$ cat src/rtl/operand_loader.sv
// Captures two switch operands via a debounced enter button, writes them plus a command word into dmem, waits for the processor, then clears the mailbox.
// States: GET_A=0 wait A | GET_B=1 wait B | WR_A=2 | WR_B=3 | WR_CMD=4 | WAIT_DONE=5 | DONE=6 wait ack press | WR_CLR=7 clear mailbox.
module operand_loader #(
  parameter logic [31:0] ADDR_A          = 32'h0000_0100,
  parameter logic [31:0] ADDR_B          = 32'h0000_0104,
  parameter logic [31:0] ADDR_CMD        = 32'h0000_0108,
  parameter int          DEBOUNCE_CYCLES = 16,
  parameter int          TIMEOUT_CYCLES  = 4096
) (
  input  logic        clk,
  input  logic        reset,
  input  logic [7:0]  SW_DATA,
  input  logic        SW_ENTER,
  input  logic        cpu_we,
  input  logic        proc_done,
  output logic        wr_en,
  output logic [31:0] wr_addr,
  output logic [31:0] wr_data,
  output logic        busy,
  output logic        timeout_err,
  output logic [2:0]  phase
);

  localparam int LW = $clog2(DEBOUNCE_CYCLES + 1);
  localparam int TW = $clog2(TIMEOUT_CYCLES);
  localparam logic [LW-1:0] LOCK_LOAD = LW'(DEBOUNCE_CYCLES);
  localparam logic [TW-1:0] TMO_LAST  = TW'(TIMEOUT_CYCLES - 1);

  typedef enum logic [2:0] {
    GET_A     = 3'd0,
    GET_B     = 3'd1,
    WR_A      = 3'd2,
    WR_B      = 3'd3,
    WR_CMD    = 3'd4,
    WAIT_DONE = 3'd5,
    DONE      = 3'd6,
    WR_CLR    = 3'd7
  } state_t;

  state_t        state_q, state_d;
  logic          sync1_q, sync1_d;
  logic          sync2_q, sync2_d;
  logic          edge_q, edge_d;
  logic [1:0]    sync_vld_q, sync_vld_d;
  logic [LW-1:0] lock_q, lock_d;
  logic          press_q, press_d;
  logic [7:0]    cap_q, cap_d;
  logic [7:0]    opa_q, opa_d;
  logic [7:0]    opb_q, opb_d;
  logic [TW-1:0] tmo_q, tmo_d;
  logic          terr_q, terr_d;
  logic          rise;

  always_ff @(posedge clk or posedge reset) begin
    if (reset) begin
      state_q    <= GET_A;
      sync1_q    <= 1'b0;
      sync2_q    <= 1'b0;
      edge_q     <= 1'b1;
      sync_vld_q <= 2'b00;
      lock_q     <= '0;
      press_q    <= 1'b0;
      cap_q      <= 8'h00;
      opa_q      <= 8'h00;
      opb_q      <= 8'h00;
      tmo_q      <= '0;
      terr_q     <= 1'b0;
    end else begin
      state_q    <= state_d;
      sync1_q    <= sync1_d;
      sync2_q    <= sync2_d;
      edge_q     <= edge_d;
      sync_vld_q <= sync_vld_d;
      lock_q     <= lock_d;
      press_q    <= press_d;
      cap_q      <= cap_d;
      opa_q      <= opa_d;
      opb_q      <= opb_d;
      tmo_q      <= tmo_d;
      terr_q     <= terr_d;
    end
  end

  // Edge history is pinned high until the synchronizer holds real samples,
  // so a button held through reset release never looks like a press.
  always_comb begin
    sync1_d    = SW_ENTER;
    sync2_d    = sync1_q;
    sync_vld_d = {sync_vld_q[0], 1'b1};
    edge_d     = sync_vld_q[1] ? sync2_q : 1'b1;
    rise       = sync2_q & ~edge_q;
    press_d    = rise && (lock_q == '0);
    cap_d      = press_d ? SW_DATA : cap_q;
    if (press_d)
      lock_d = LOCK_LOAD;
    else if (lock_q != '0)
      lock_d = lock_q - 1'b1;
    else
      lock_d = lock_q;
  end

  always_comb begin
    state_d = state_q;
    opa_d   = opa_q;
    opb_d   = opb_q;
    tmo_d   = tmo_q;
    terr_d  = terr_q;
    wr_en   = 1'b0;
    wr_addr = 32'h0;
    wr_data = 32'h0;
    busy    = 1'b0;
    case (state_q)
      GET_A: begin
        if (press_q) begin
          opa_d   = cap_q;
          state_d = GET_B;
        end
      end
      GET_B: begin
        if (press_q) begin
          opb_d   = cap_q;
          state_d = WR_A;
        end
      end
      WR_A: begin
        busy = 1'b1;
        if (!cpu_we) begin
          wr_en   = 1'b1;
          wr_addr = ADDR_A;
          wr_data = {24'h0, opa_q};
          state_d = WR_B;
        end
      end
      WR_B: begin
        busy = 1'b1;
        if (!cpu_we) begin
          wr_en   = 1'b1;
          wr_addr = ADDR_B;
          wr_data = {24'h0, opb_q};
          state_d = WR_CMD;
        end
      end
      WR_CMD: begin
        busy = 1'b1;
        if (!cpu_we) begin
          wr_en   = 1'b1;
          wr_addr = ADDR_CMD;
          wr_data = 32'h1;
          tmo_d   = '0;
          state_d = WAIT_DONE;
        end
      end
      WAIT_DONE: begin
        busy = 1'b1;
        if (proc_done) begin
          state_d = DONE;
        end else if (tmo_q == TMO_LAST) begin
          terr_d  = 1'b1;
          state_d = DONE;
        end else begin
          tmo_d = tmo_q + 1'b1;
        end
      end
      DONE: begin
        if (press_q) begin
          terr_d  = 1'b0;
          state_d = WR_CLR;
        end
      end
      WR_CLR: begin
        if (!cpu_we) begin
          wr_en   = 1'b1;
          wr_addr = ADDR_CMD;
          wr_data = 32'h0;
          state_d = GET_A;
        end
      end
      default: state_d = GET_A;
    endcase
  end

  assign phase       = state_q;
  assign timeout_err = terr_q;

endmodule

$ cat config.mk
export PLATFORM = sky130hd
export DESIGN_NAME = operand_loader
export DESIGN_NICKNAME = d
export VERILOG_FILES = /design/src/rtl/operand_loader.sv
export SDC_FILE = /design/constraint.sdc
export NUM_CORES = 1
export LEC_CHECK = 0
export ABC_AREA = 1
export BUFFER_PORTS_ARGS = -buffer_cell sky130_fd_sc_hd__buf_2
export CAP_MARGIN = 15
export CORE_MARGIN = 2
export CORE_UTILIZATION = 35
export DETAILED_ROUTE_END_ITERATION = 16
export HOLD_SLACK_MARGIN = 0.06
export PLACE_DENSITY = 0.59
export SETUP_SLACK_MARGIN = 0.4
export SYNTH_ARGS = -nofsm -noshare
export SYNTH_HDL_FRONTEND = slang
export SYNTH_SLANG_ARGS = --single-unit
$ cat constraint.sdc
create_clock -name clk -period 1.92 [get_ports clk]
set_input_delay 0.288 -clock clk [delete_from_list [all_inputs] [get_ports clk]]
set_output_delay 0.288 -clock clk [all_outputs]
set_load 0.005 [all_outputs]
==> Yosys cells after proc, flatten, opt, wreduce, memory -nomap -nowiden <==
Cells that the tools add are included.
{ "word_totals": {"regBits": 51, "wordCells": 82, "out_inout_bits": 70, "inputBits": 13} }
{ "classes": {"eq_ne": 19, "bitwise_logic": 2, "n_addsub": 2, "n_mux": 32, "n_reduce_logical": 15} }
{ "ops": {"columns": ["operator", "count"], "rows": [
  ["12-bit two-way mux", 3],
  ["3-bit two-way mux", 9],
  ["9-bit two-way mux", 3],
  ["9-bit one-hot mux with 3 select lines", 1],
  ["12-bit one-hot mux with 2 select lines", 1],
  ["3-bit one-hot mux with 8 select lines", 1],
  ["8-bit one-hot mux with 3 select lines", 1],
  ["2-bit inequality test (second input constant)", 10],
  ["8-bit two-way mux", 2],
  ["12-bit by 1-bit adder with 12-bit output (second input constant)", 1],
  ["12-bit == test (second input constant)", 1],
  ["3-bit == test (second input constant)", 4],
  ["5-bit two-way mux", 2],
  ["1-bit two-way mux", 8],
  ["4-bit AND reduction", 2],
  ["8-bit AND reduction", 1],
  ["4-bit OR reduction", 2],
  ["3-bit by 2-bit == test with 1-bit output (second input constant)", 2],
  ["2-bit nonzero test", 3],
  ["5-bit logical NOT", 1],
  ["5-bit nonzero test", 1],
  ["5-bit by 1-bit subtractor with 5-bit output (second input constant)", 1],
  ["2-bit AND reduction", 2],
  ["3-bit by 1-bit == test with 1-bit output (second input constant)", 1],
  ["other kinds (7)", 7]
]} }

==> Longest topological paths before layout <==
Gate-level depths: netlist of the first run.
{ "depth": {"depth_word": 4, "mapped_depth": 11, "ltp_nobuf": 10} }

==> Worst setup path after synthesis of the first run <==
Ideal clock, no wire load.
{ "synth_path": {"path_type": "register to output", "start": "register state_q[2], in the netlist phase[2]", "end": "output port wr_data[1]", "t_arrival_ps": 1192, "path_stages_with_launch": 6, "path_slack_ps": 440, "required_ps": 1632, "cell_sequence": "dfrtp_1 buf_2 inv_1 nand2_1 nor2_1 a22o_1"} }
{ "synth_between": {"elab_chain_len": 2, "word_cells_on_any_way": 4, "cone_classes": "3 x eq/ne; 1 x mux"} }
{ "synth_lines": {"columns": ["item", "line", "source"], "rows": [
  ["start, declared", "40", "state_t state_q, state_d;"],
  ["start signal, assigned", "69", "state_q <= state_d;"],
  ["3-bit == test / 3-bit by 2-bit == test with 1-bit output (equally long branches)", "112", "case (state_q)"],
  ["8-bit one-hot mux with 3 select lines *", "112", null],
  ["end, declared", "18", "output logic [31:0] wr_data,"]
]} }
Every way passes the cells marked *; elsewhere a longest branch is shown, timed or not.

==> Worst setup path after layout of the first run <==
{ "layout_path": {"start": "register state_q[0], in the netlist phase[0]", "end": "output port wr_data[3]"} }
Same word-level chain as after synthesis.

==> results.txt, run 1 <==
----------------------------------------------------
[Floorplanning]
  Number of core rows ... 32
  Initial Utilization ... 36.5%
  Core outline area ... 0.00781 mm2
  Width of the chip ... 94.2 um
  DIE HEIGHT ... approximately 94 um
  Die ar. ... around 0.009 mm2
  I/O pin count ... 83

[GRT]
  Pin count of the biggest net entering global routing ... 52
  Global-route wire length before repair ... 9810 um
  Overflow left after global routing ... 0
  Vias in the first global route ... roughly 2000
  Antenna violations before repair ... 0
  Tot GR Track Use ... between 10 and 15%

[Worst setup path]
  Arrival time at the worst endpoint ... 1.54 ns
  Max stage delay on crit path ... ~0.46 ns
  Worst Path Class, Setup ... reg2out
  Worst path top cell family by delay ... flip-flops
  Worst r2r path cells ... 10
  Master of the slowest instance on the critical path ... sky130_fd_sc_hd__dfrtp_2
  Number of gates on the worst path with buffers counted ... 6
  CP Max Fanout ... 8
  Nature of the critical path endpoint ... output pin
  Required arrival time at the worst endpoint ... approximately 1.6 ns
  Cells along the critical path ... nor2_4 -> nand2_2 -> nor2_1 -> buf_4 -> a22o_1 -> buf_2
  Critical path buffer and inverter count ... 2
  Kind of launch point of the worst setup path ... flip-flop

[Place]
  Post-Place Worst Slack ... around 0.19 ns
  Half-perimeter wire length after placement ... 3820 um
  Routability Congestion ... 0.790
  Port Buf Inserts ... 29

[Clock network]
  Number of sinks on the clock net ... just over 50
  Clk root buf ... sky130_fd_sc_hd__clkbuf_8
  CTS max path bufs ... 2
  CTS Buf Count ... 5
  H-tree level count ... 2
  CTS tree ... built
  Worst-skew pair later-pin latency ... 0.31 ns
  Post-CTS clock slew at the launch and capture registers of the worst setup and hold paths ... roughly 0.1 ns

[Outcome]
  Result of the run ... completed

[STA]
  Setup repair after global routing missed its margin ... true
  Final Worst Setup Slack ... about 0.095 ns
  Final setup viols ... 0
  Highest attainable clock frequency ... 0.548 GHz
  Max-slew violation total from the final report ... 0
  Final period util ... a little over nine tenths
  Minimum period implied by the final worst setup slack ... 1.82 ns
  Worst setup skew after layout ... between 0.004 and 0.005 ns
  Setup total negative slack ... 0 ns
  Number of hold-slack violations in the final timing report ... 0

[Route]
  Routed wirelength normalized by instance count ... 12.0 um
  First-pass DRT Iterations ... 6
  Remaining antenna violation count after routing ... 0
  Via count ... approximately 2300
  Total Routed Length ... about 6200 um
  Starting DRT DRC Count ... 195
  Total DRC errors in the routed layout ... 0
  Vias per cell ... 4.50

[Hold path]
  Worst hold path depth ... 3
  Tightest Hold Check Type ... in2reg

[Synth]
  Flip-flop and latch count after synthesis ... around 50
  Post-synth top flop ... sky130_fd_sc_hd__dfrtp_1
  Register area share after synthesis ... between 40% and 50%
  Area contributors post-synth ... sky130_fd_sc_hd__dfrtp_1 44%, sky130_fd_sc_hd__buf_4 14%, sky130_fd_sc_hd__nand2_1 11%
  Post-synth EDFFs ... 0
  Total standard cell area after synthesis ... about 0.0029 mm2
  Top-area cell type share of the netlist area ... 43.9%
  Cell type with the largest total area after synthesis ... sky130_fd_sc_hd__dfrtp_1
  Distinct cells, synth ... 27
  Async S/R FF share, synth ... between 90% and 100%
  Post-synthesis average cell area ... ~8.1 um2
  Cells after Synth ... 351
  Synth warn ... 0

[Job]
  Max-capacitance violation count ... 0

[Power and ir drop]
  PD cells ... ~1200 mW/mm2
  Max IR drop VDD ... approximately 460 uV
  Leakage power total ... roughly 1.7 nW

[Layout]
  Nets ... approximately 430
  Share of post-route cells with drive strength above 1 ... between 20% and 30%
  Antenna diodes ... 0
  Filler cells ... between 700 and 800
  Synthesis-to-layout area growth ... 17.1%

----------------------------------------------------
-- synthesized netlist by cell type (2+ instances only) --
library cell	instances
sky130_fd_sc_hd__conb_1	2
sky130_fd_sc_hd__clkbuf_1	2
sky130_fd_sc_hd__dfrtp_1	50
sky130_fd_sc_hd__inv_2	2
sky130_fd_sc_hd__nor3_1	4
sky130_fd_sc_hd__xor2_1	3
sky130_fd_sc_hd__buf_2	2
sky130_fd_sc_hd__inv_1	32
sky130_fd_sc_hd__nand4_1	7
sky130_fd_sc_hd__nand2_1	84
sky130_fd_sc_hd__a21oi_1	3
sky130_fd_sc_hd__nor2_4	3
sky130_fd_sc_hd__nand3_1	23
sky130_fd_sc_hd__o21ai_0	31
sky130_fd_sc_hd__buf_4	53
sky130_fd_sc_hd__nor2_1	23
sky130_fd_sc_hd__a22o_1	7
sky130_fd_sc_hd__nand2_2	4
sky130_fd_sc_hd__o21ai_1	7
sky130_fd_sc_hd__ha_1	2
-- flip-flops by register name, summed over array words and instances (netlist names) --
name / flops
tmo_q: 12
cap_q: 8
opa_q: 8
opb_q: 8
lock_q: 5
phase: 3
sync_vld_q: 2
edge_q: 1
press_q: 1
sync1_q: 1
sync2_q: 1
timeout_err: 1
-- path summary, 6_finish.rpt --
path,start,to,slack [ns]
min reg2reg,sync1_q,sync2_q,0.36
max in group asynchronous,reset,edge_q,1.08
min,SW_DATA[6],cap_q[6],0.18
min in group asynchronous,reset,lock_q[1],0.56
max,phase[0],wr_data[3],0.1
max reg2reg,phase[0],tmo_q[11],0.34
-- metal layers --
layer  part of all wire (%)  global-route usage (%)  vias up
li1                       -                       -     1135
met2                     48                    23.0       80
met5                      0                       0        -
met3                    4.5                    2.81        9
met4                    1.1                    3.38        0
met1                     46                    18.8     1086
-- area by class of cell --
| class | count | area, um2 | area share [%] |
|---|---|---|---|
| timing repair buffer | 56 | 378 | 11.3 |
| timing repair inverter | 2 | 13.8 | 0.412 |
| inverter | 35 | 139 | 4.16 |
| clock buffer | 6 | 72.6 | 2.17 |
| tap | 102 | 128 | 3.82 |
| multi-input combinational | 259 | 1310 | 39.3 |
| sequential | 51 | 1280 | 38.3 |
| clock inverter | 2 | 16.3 | 0.487 |
-- tightest hold or removal path, stage by stage --
cell and delay (ns):
sky130_fd_sc_hd__buf_2 0.08, sky130_fd_sc_hd__nand2_1 0.04, sky130_fd_sc_hd__o21ai_0 0.06
-- through the flow --
stage / cells / util, % / hold slack, ns / total power, W / cell area (um2)
final: 513 / 42.8 / 0.184 / 0.00389 / 3340
after global routing: 513 / 42.8 / 0.193 / 0.00420 / 3340
after CTS: 506 / 41.4 / 0.0706 / 0.00369 / 3230
after detailed placement: 480 / 37.7 / 0.337 / 0.00280 / 2950
after global placement: 480 / 37.7 / 0.332 / 0.00277 / 2950
after floorplan: 403 / - / 0.319 / 0.00250 / 3050
-- timing repair --
item                                    in CTS  in global routing
buffers inserted                            15                  6
endpoints found under the hold margin       50                  1
gates resized for setup                     22                 19
endpoints found under the setup margin      36                 54
pin swaps                                    8                 10
gates cloned                                 2                  0
hold buffers                                 1                  1
-- layout by cell type, fill, tap and decap left out, types with 8 or more instances in the layout --
master and n:
sky130_fd_sc_hd__buf_2 29, sky130_fd_sc_hd__buf_4 23, sky130_fd_sc_hd__conb_1 54, sky130_fd_sc_hd__dfrtp_1 49
sky130_fd_sc_hd__inv_1 25, sky130_fd_sc_hd__inv_2 8, sky130_fd_sc_hd__nand2_1 76, sky130_fd_sc_hd__nand2_2 9
sky130_fd_sc_hd__nand3_1 21, sky130_fd_sc_hd__nor2_1 18, sky130_fd_sc_hd__o21ai_0 28, sky130_fd_sc_hd__o21ai_1 10
-- cell families after synthesis --
family	share of synthesized area, %
AND/OR/NAND/NOR	23.0
buffers and inverters	19.6
AO/OA/AOI/OAI	10.5
flip-flops	44.8
XOR/XNOR	0.922
adder cells (fa/ha/maj)	0.878
other	0.263
-- report_power, final --
group | internal (W) | switching (W) | total (W)
sequential | 0.00143 | 0.000205 | 0.00163
clock | 0.000263 | 0.000375 | 0.000638
combinational | 0.000697 | 0.000921 | 0.00162
total | 0.00239 | 0.00150 | 0.00389
Power figures use the tool's default switching activity.
==> run 2: changes to the inputs <==
- CELL_PAD_IN_SITES_DETAIL_PLACEMENT: unset -> 1
- CELL_PAD_IN_SITES_GLOBAL_PLACEMENT: unset -> 1
- GPL_ROUTABILITY_DRIVEN: unset -> 0
- PLACE_DENSITY: 0.59 -> 0.76
==> results.txt, run 2 (synthesized netlist as in run 1, its figures left out) <==
----------------------------------------------------
[Outcome]
  Result of the run ... completed

[Clock network]
  CTS Buf Count ... 5 (unchanged)
  Post-CTS clock slew at the launch and capture registers of the worst setup and hold paths ... 0.10 ns (about the same)
  CTS max path bufs ... 2 (unchanged)
  Number of sinks on the clock net ... 51 (unchanged)
  Clk root buf ... sky130_fd_sc_hd__clkbuf_8
  H-tree level count ... 2 (unchanged)
  CTS tree ... built
  Worst-skew pair later-pin latency ... 0.32 ns (about the same)

[Layout]
  Reg with most FFs ... tmo_q
  Nets ... 432 (+1.6%)
  Largest register FFs ... 12 (unchanged)
  Top library cells by usage in the layout, fill and taps aside ... 70 x sky130_fd_sc_hd__nand2_1, 54 x sky130_fd_sc_hd__conb_1, 48 x sky130_fd_sc_hd__dfrtp_1, 29 x sky130_fd_sc_hd__buf_2, 27 x sky130_fd_sc_hd__o21ai_0
  Synthesis-to-layout area growth ... 22.1%
  Share of post-route cells with drive strength above 1 ... 30.1% (+5.1 points)
  Most frequent standard cell in the layout excluding fill and tap cells ... sky130_fd_sc_hd__nand2_1
  Post-route cell area ... 0.00348 mm2 (+4.3%)
  Antenna diodes ... 0 (unchanged)

[Worst setup path]
  Cells along the critical path ... buf_6 -> nor2_4 -> nand2_2 -> nand2_2 -> inv_2 -> a21oi_2 -> buf_2
  Arrival time at the worst endpoint ... 1.57 ns (+0.03 ns)
  Terminus of the critical flop-to-flop path ... tmo_q[5]
  Internal reg-to-reg setup slack ... 0.22 ns (-0.12 ns)
  Master of the slowest instance on the critical path ... sky130_fd_sc_hd__dfrtp_2
  Required arrival time at the worst endpoint ... 1.63 ns (about the same)
  Source of the worst register-to-register timing path ... phase[1]
  Nature of the critical path endpoint ... output pin
  Worst r2r path cells ... 9 (-1)
  Worst Path Class, Setup ... reg2out
  Cell repeated most along the worst path ... sky130_fd_sc_hd__nand2_2
  Kind of launch point of the worst setup path ... flip-flop
  CP Max Fanout ... 4 (-4)
  Max stage delay on crit path ... 0.47 ns (about the same)

[Hold path]
  Tightest Hold Check Type ... in2reg
  Sink of the worst hold path ... sync1_q
  Worst hold path depth ... 1 (-2)
  Startpoint of the most critical hold path ... SW_ENTER

[Power and ir drop]
  Max IR drop VDD ... 465 uV (+1.6%)
  Leakage power total ... 1.75 nW (+3.7%)
  PD cells ... 1230 mW/mm2 (+5.5%)
  Final Total Pwr ... 0.00428 W (+10%)

[Floorplanning]
  Core outline area ... 0.00781 mm2 (unchanged)
  I/O pin count ... 83 (unchanged)
  Die ar. ... 0.00888 mm2 (unchanged)
  DIE HEIGHT ... 94.2 um (unchanged)
  Number of core rows ... 32 (unchanged)
  Initial Utilization ... 36.5% (unchanged)
  Width of the chip ... 94.2 um (unchanged)

[Place]
  Placement-stage cell area ... 0.00295 mm2 (unchanged)
  Half-perimeter wire length after placement ... 4830 um (+27%)
  Port Buf Inserts ... 29 (unchanged)

[Route]
  Total Routed Length ... 7620 um (+23%)
  First-pass DRT Iterations ... 4 (-2)
  Total DRC errors in the routed layout ... 0 (unchanged)
  Via count ... 2392 (+3.5%)
  Routed wirelength normalized by instance count ... 14.7 um (+22%)
  Starting DRT DRC Count ... 110 (-44%)
  Vias per cell ... 4.60 (+2.2%)
  Remaining antenna violation count after routing ... 0 (unchanged)

[GRT]
  Antenna violations before repair ... 0 (unchanged)
  Global-route wire length before repair ... 11600 um (+19%)
  Overflow left after global routing ... 0 (unchanged)
  Vias in the first global route ... 2341 (+15%)
  Tot GR Track Use ... 16.5% (+2.6 points)
  Pin count of the biggest net entering global routing ... 37 (-29%)

[STA]
  Number of hold-slack violations in the final timing report ... 0 (unchanged)
  Max-slew violation total from the final report ... 0 (unchanged)
  Hold WS ... 0.0691 ns (-0.115 ns)
  Final period util ... 96.8% (+1.8 points)
  Setup total negative slack ... 0 ns (unchanged)
  Worst setup skew after layout ... 0.00571 ns (+0.000763 ns)
  Minimum period implied by the final worst setup slack ... 1.86 ns (+0.0342 ns)
  Highest attainable clock frequency ... 0.538 GHz (-1.8%)
  Setup repair after global routing missed its margin ... true
  Final setup viols ... 0 (unchanged)

[Job]
  Max-capacitance violation count ... 0 (unchanged)

----------------------------------------------------
==> run 2: cell types whose count changed in the layout (fill, tap and decap cells not counted), sizes merged <==
cell,previous run,this run
dlygate4sd3,2,1
buf,54,61
clkbuf,6,5
clkinv,1,3
==> run 2: routing by layer <==
layer	share of wire (%)	up-vias	global-route usage (%)
li1	-	1149	-
met1	45	1200	21.4
met2	52	40	29.1
met3	3.0	3	3.29
met4	0.42	0	2.66
met5	0	-	0
==> run 2: how the worst max path moves through the flow <==
stage,startpoint,to,slack (ns),cells past startpoint
after floorplan,reset,cap_q[0],0.40,1
after global placement,phase[1],wr_data[3],0.23,6
after detailed placement,phase[1],wr_data[3],0.16,6
after CTS,phase[0],wr_data[3],0.11,6
after global routing,phase[1],wr_en,0.01,7
final,phase[1],wr_en,0.06,7
==> run 2: final cells by class <==
class / instances / area (um2)
fillers: 958 / 4330
multi-input cells: 259 / 1380
repair inverters: 3 / 23.8
repair buffers: 62 / 435
inverters: 35 / 141
clock inverters: 3 / 22.5
clock buffers: 5 / 68.8
flip-flops and latches: 51 / 1280
well taps: 102 / 128
==> run 2: power by group <==
group          switching, W  total [W]  internal [W]
Sequential         0.000231    0.00166       0.00143
Combinational       0.00109    0.00195      0.000859
Clock              0.000403   0.000668      0.000265
==> run 2: worst max-delay path, delay by kind of cell (launching register included) <==
family                 cells  cell delay (ns)
AO/OA/AOI/OAI              1             0.14
buffers and inverters      3             0.33
flip-flops                 1             0.47
AND/OR/NAND/NOR            3             0.32
==> run 2: through the flow <==
stage	utilization [%]	cells	worst slack (ns)
floorplan	-	403	0.404
global placement	37.7	480	0.227
detailed placement	37.7	480	0.164
CTS	42.2	508	0.112
global route	44.6	520	0.0113
finish	44.6	520	0.0613
==> run 2: what timing repair did <==
item / 4_1_cts / 5_1_grt
hold endpoints to repair: 15 / 0
gates resized for setup: 38 / 28
cloned: 3 / 0
setup buffers: 16 / 12
hold buffers: 1 / 0
endpoints found under the setup margin: 39 / 47
pin swaps: 11 / 17
